<file path="src/rtl/gate_exerciser.sv">
// gate_exerciser: walks every input vector of a combinational gate in ascending order,
// holds each for DWELL cycles, samples the output and scores it against EXPECT.
module gate_exerciser #(
  parameter int N_IN = 2,
  parameter int DWELL = 10,
  parameter logic [2**N_IN-1:0] EXPECT = 4'b1000
) (
  input  logic            clk,
  input  logic            rst_n,
  input  logic            start,
  output logic [N_IN-1:0] X,
  input  logic            F,
  output logic            busy,
  output logic            done,
  output logic            pass,
  output logic [N_IN:0]   err_count,
  output logic [N_IN-1:0] first_fail,
  output logic            first_fail_vld,
  output logic            cap_vld,
  output logic [N_IN-1:0] cap_idx,
  output logic            cap_f,
  output logic            cap_ok
);

  localparam int NV = 2**N_IN;
  localparam int CW = (DWELL > 1) ? $clog2(DWELL) : 1;

  typedef enum logic [1:0] {IDLE, DRIVE, SAMPLE, FIN} state_t;

  state_t          state;
  logic [N_IN-1:0] idx;
  logic [CW-1:0]   cnt;
  logic            mismatch;

  always_comb begin
    mismatch = (F != EXPECT[idx]);
  end

  always_ff @(posedge clk) begin
    if (!rst_n) begin
      state          <= IDLE;
      idx            <= '0;
      cnt            <= '0;
      X              <= '0;
      busy           <= 1'b0;
      done           <= 1'b0;
      pass           <= 1'b0;
      err_count      <= '0;
      first_fail     <= '0;
      first_fail_vld <= 1'b0;
      cap_vld        <= 1'b0;
      cap_idx        <= '0;
      cap_f          <= 1'b0;
      cap_ok         <= 1'b0;
    end else begin
      cap_vld <= 1'b0;
      done    <= 1'b0;
      case (state)
        IDLE: begin
          X <= '0;
          if (start) begin
            err_count      <= '0;
            first_fail_vld <= 1'b0;
            pass           <= 1'b0;
            idx            <= '0;
            cnt            <= '0;
            busy           <= 1'b1;
            state          <= DRIVE;
          end
        end
        DRIVE: begin
          X <= idx;
          if (cnt == CW'(DWELL - 1)) state <= SAMPLE;
          else cnt <= cnt + 1'b1;
        end
        SAMPLE: begin
          cap_f   <= F;
          cap_idx <= idx;
          cap_ok  <= ~mismatch;
          cap_vld <= 1'b1;
          if (mismatch) begin
            if (err_count != '1) err_count <= err_count + 1'b1;
            if (!first_fail_vld) begin
              first_fail     <= idx;
              first_fail_vld <= 1'b1;
            end
          end
          // pass is decided here so the final vector's mismatch is already counted
          if (idx == N_IN'(NV - 1)) begin
            done  <= 1'b1;
            busy  <= 1'b0;
            X     <= '0;
            pass  <= (err_count == '0) && !mismatch;
            state <= FIN;
          end else begin
            idx   <= idx + 1'b1;
            X     <= idx + 1'b1;
            cnt   <= '0;
            state <= DRIVE;
          end
        end
        FIN: begin
          state <= IDLE;
        end
        default: state <= IDLE;
      endcase
    end
  end

endmodule

</file>
<file path="config.mk">
export PLATFORM = sky130hd
export DESIGN_NAME = gate_exerciser
export DESIGN_NICKNAME = d
export VERILOG_FILES = /design/src/rtl/gate_exerciser.sv
export SDC_FILE = /design/constraint.sdc
export NUM_CORES = 1
export LEC_CHECK = 0
export CORE_ASPECT_RATIO = 0.9
export CORE_MARGIN = 2
export CORE_UTILIZATION = 45
export DETAILED_ROUTE_END_ITERATION = 12
export PLACE_DENSITY = 0.74
export SETUP_SLACK_MARGIN = 0.02
export SYNTH_ARGS = -nofsm -noshare
export SYNTH_HDL_FRONTEND = slang
export SYNTH_SLANG_ARGS = --single-unit
</file>
<file path="constraint.sdc">
create_clock -name clk -period 1.8 [get_ports clk]
set_input_delay 0.45 -clock clk [delete_from_list [all_inputs] [get_ports clk]]
set_output_delay 0.45 -clock clk [all_outputs]
set_load 0.01 [all_outputs]
</file>
# --- Yosys cells after proc, flatten, opt, wreduce, memory -nomap -nowiden ---
# Index checks and enable logic that the tools add are counted.
totals:
  reg_bits: 24
  input_bits: 4
  output_inout_bits: 16
classes:
  add_sub_neg: 3
  magnitude_cmp: 1
  eq_ne: 14
  n_bitwise: 2
  muxes: 29
  reduce_logical: 14
op_table:
  columns: ["cell", "count"]
  rows:
  - ["2-bit != test, second input constant", 7]
  - ["2-bit two-way mux", 6]
  - ["4-bit two-way mux", 3]
  - ["4-bit case mux with 3 select lines", 1]
  - ["3-bit AND reduction", 4]
  - ["3-bit two-way mux", 3]
  - ["1-bit two-way mux", 8]
  - ["2-bit case mux with 4 select lines", 1]
  - ["4-bit AND reduction", 2]
  - ["2-bit equality test, second input constant", 3]
  - ["1-bit case mux with 2 select lines", 3]
  - ["2-bit case mux with 3 select lines", 1]
  - ["3-bit case mux with 2 select lines", 1]
  - ["4-bit by 1-bit adder with 4-bit output, second input constant", 1]
  - ["4-bit equality test, second input constant", 1]
  - ["2-bit case mux with 2 select lines", 1]
  - ["2-bit AND reduction", 2]
  - ["3-bit by 1-bit adder with 3-bit output, second input constant", 1]
  - ["3-bit zero test", 1]
  - ["2-bit by 3-bit < comparator with 1-bit output, second input constant", 1]
  - ["3-bit != test, second input constant", 1]
  - ["3-bit nonzero test", 1]
  - ["2-bit by 1-bit adder with 2-bit output, second input constant", 1]
  - ["1-bit binary-select mux with 2-bit select", 1]
  - ["7 further kinds", 8]

# --- Longest topological paths before layout ---
depth:
  depth_word: 7
  mapped_depth: 7
  mapped_depth_nobuf: 5

# --- Worst setup path before layout ---
# Ideal clock, no wire load.
synth_timing:
  path_type: "reg2reg"
  from: "register state[0]"
  to: "register cnt[1]"
  path_stages_with_launch: 7
  required_ps: 1712
  path_slack_ps: 26
  setup_ps: 88
  arrival_time_ps: 1686
  path_buffers: 1
  cell_sequence: "dfxtp_1 -> inv_1 -> ha_1 -> buf_6 -> a21o_1 -> or4b_4 -> o32ai_2"
synth_between:
  elab_chain_cells: 3
  elab_cells_between_ends: 9
  classes_between: "eq/ne: 5; mux: 1; reduce/logical: 3"
synth_rtl:
  columns: ["item", "line_no", "rtl"]
  rows:
  - ["start: declaration", "30", "state_t state;"]
  - ["start signal: assignment", "41", "state <= IDLE;"]
  - ["start signal: assignment", "68", "state <= DRIVE;"]
  - ["start signal: assignment", "73", "if (cnt == CW'(DWELL - 1)) state <= SAMPLE;"]
  - ["2-bit by 1-bit equality test with 1-bit output (tied with other cells)", "58", "case (state)"]
  - ["2-bit != test (no line) / 3-bit nonzero test (equally long branches)", null, null]
  - ["4-bit AND reduction (no line)", null, null]
  - ["end signal: assignment", "74", "else cnt <= cnt + 1'b1;"]
  - ["end: declaration", "32", "logic [CW-1:0] cnt;"]
# Parallel ways exist; a longest one is shown, timed or not.
# A chain may end at the register's enable or synchronous reset.

# --- Final worst setup path ---
# Ends and elaborated chain as after synthesis.

==> impl_metrics.tcl <==
set metrics [dict create \
    outcome "complete, no violations" \
    place_congestion 0.827 \
    wire_per_inst_um 14.1 \
    drt_iter0_drc 38 \
    async_flop_share_pct 0 \
    timing.fmax_ghz 0.581 \
    crit_path_start_kind "flip-flop" \
    vias_per_cell 5.32 \
    syn_to_final_growth_pct 29.9 \
    ys.flop_type "dfxtp_1" \
    power_mw 1.80 \
    synth_area_um2 1290 \
    grt_pass1_wl_um 4800 \
    clockBufferDepth 2 \
    hold_depth 2 \
    hold_slack_ps 476 \
    num_rows 18 \
    vias 1106 \
    synth_edf_count 0 \
    synth_cells 137 \
    insertion_delay_ps 320 \
    drive_gt1_share_pct 18.5 \
    grt-ovfl-total 0 \
    ys_ff_latch 24 \
    cts-root-buf "clkbuf_4" \
    yosysMostFrequentCell "dfxtp_1" \
    rsz0062_at_grt "no" \
    hp-class "flip-flop to flip-flop" \
    reg2reg_from "state[0]$_SDFFE_PN0P_" \
    cts_made_buffers 3 \
    powerDensity_nw_per_um2 1070 \
    start_util_pct 47.0 \
    io_buffers 19 \
    postSynthAreaPerCell_um2 9.43 \
    cts.sinks 24 \
    wl_um 2920 \
    grt_usage_pct 19.7 \
    min_period_over_period_pct 95.6 \
    irDropWorstVdd_uv 767 \
    ios 20 \
    ys_seq_area_share_pct 37.2 \
    die_w_um 60.5 \
    grt_pass1_vias 1059 \
    cts_tree "done" \
    drv_cap 0 \
    critPathMaxFanout 4 \
    synth_top_area_share_pct 37.2 \
    min_period_ps 1720 \
    r2r_slack_ps 80 \
    remaining_drc_errors 0 \
    leakage_nw 0.650 \
    tightest_slew_ps 384 \
    yosysWarnings 0 \
    cts.clk_slew.worst_paths_ps 120 \
    r2r-end "cnt[1]$_SDFFE_PN0P_" \
    cts_hold_buf 0 \
    finalSetupViolCount 0 \
    crit_type "flip-flop to flip-flop" \
    core_area_um2 2750 \
    nets 187 \
    htreeDepth 1 \
    ys_top_cells_by_count "dfxtp_1, ha_1, nand2_1, mux2i_1, nor2_1" \
    holdPathEnd "X[0]$_SDFFE_PN0P_" \
    r2r.worst_path.cells 5 \
    ys_top_cells_by_area "dfxtp_1, ha_1, mux2i_1" \
    antennaDiodeCount 0 \
    cp.arrival_ps 1970 \
    synth_cell_types 41 \
    hpwl_um 2190 \
    cp.required_ps 2050 \
    drt_pass1_iterations 5 \
    cp-end-kind "flip-flop" \
    synth.largest_area_cell "dfxtp_1" \
    fin_worst_skew_ps 3.02 \
    min_from "X[0]$_SDFFE_PN0P_" \
    max_slew_margin_pct 74.2 \
    antenna_found_initial 0 \
    die_h_um 54.8 \
    synth_fp_nets 154 \
    die_area_um2 3310 \
    hold_viol 0 \
    grt_max_degree 14 \
    slew_violations 0 \
    antenna_left 0 \
]
[what timing repair did]
| action | CTS | global route |
|---|---|---|
| gates resized for setup | 3 | 9 |
| hold endpoints to repair | 0 | 0 |
| buffers inserted | 0 | 1 |
| setup endpoints to repair | 4 | 8 |
| cloned | 0 | 0 |
[worst max-delay path by stage]
stage | startpoint | endpoint | slack [ps] | cells after the start
after floorplan | state[0]$_SDFFE_PN0P_ | cnt[1]$_SDFFE_PN0P_ | 30 | 6
after global placement | start | cnt[1]$_SDFFE_PN0P_ | -70 | 4
after detailed placement | F | pass$_SDFFE_PN0P_ | -120 | 4
after CTS | state[0]$_SDFFE_PN0P_ | pass$_SDFFE_PN0P_ | 30 | 6
after global routing | err_count[2]$_SDFFE_PN0P_ | err_count[2] | 20 | 1
final | state[0]$_SDFFE_PN0P_ | cnt[1]$_SDFFE_PN0P_ | 80 | 5
[registers in the layout (all words and copies together), names as in the netlist]
name            flops
idx                 2
pass                1
cap_idx             2
cap_vld             1
state               2
cap_ok              1
busy                1
first_fail_vld      1
X                   2
cap_f               1
first_fail          2
done                1
cnt                 4
err_count           3
[power by group]
group          internal (mW)  total, mW  switching (mW)  leakage [nW]
Combinational          0.460      0.889           0.429         0.441
Clock                 0.0787      0.238           0.159        0.0138
Sequential             0.604      0.671          0.0676         0.196
[cells by family after synthesis]
group                      Yosys count  share of synthesized area [%]
buffers and inverters               12                           4.07
and+or+nand+nor                     45                           19.8
AOI/OAI and AO/OA                   31                           17.3
adders and majority gates           13                           12.6
xor gates and xnor gates             3                           2.04
muxes                                9                           6.98
DFF                                 24                           37.2
[metal layers]
| layer | wire (um) | up-vias | global-route usage, % | part of all wire, % |
|---|---|---|---|---|
| li1 | - | 561 | - | - |
| met1 | 1400 | 523 | 25.9 | 48 |
| met2 | 1370 | 18 | 31.5 | 47 |
| met3 | 101 | 4 | 4.49 | 3.5 |
| met4 | 48 | 0 | 7.25 | 1.6 |
| met5 | 0 | - | 0 | 0 |
[cell usage in the layout, fill, tap and decap left out, types with 2 or more instances in the layout]
cell             instances
xnor2_1                  2
ha_1                    10
dfxtp_1                 21
a21oi_1                  6
nor2b_1                  4
nand2b_1                 4
nand3b_1                 2
a211oi_1                 3
o21ai_0                  6
and2_1                   3
and3_1                   2
nor2_1                   7
buf_4                   14
mux2i_1                  8
nand3_1                  6
nand2_1                 10
o22ai_1                  2
ha_4                     2
inv_1                    5
dfxtp_2                  2
clkbuf_4                 3
clkdlybuf4s50_1         19
[worst max-delay path, stage by stage, from the launching register on]
cell and delay (ps):
dfxtp_2 360, buf_4 140, ha_2 200, a21o_1 190, or4b_4 540, o32ai_2 210
[layout make-up]
| class | count | area (um^2) |
|---|---|---|
| inverter | 6 | 22.5 |
| multi-input combinational | 101 | 790 |
| tap | 40 | 50.0 |
| sequential | 24 | 487 |
| fill | 249 | 1070 |
| clock buffer | 3 | 22.5 |
| timing repair buffer | 34 | 307 |
[through the flow]
step           cells  utilization (%)  setup WS, ps  cell area (um^2)  setup TNS, ps
2_1_floorplan    137                -          25.5              1290              0
3_3_place_gp     204             58.5         -67.1              1610           -169
3_5_place_dp     204             58.5          -122              1610           -417
4_1_cts          207             59.5          25.9              1630              0
5_1_grt          208             61.1          17.6              1680              0
6_report         208             61.1          79.3              1680              0
No activity file was read; power rests on OpenSTA's default activity.
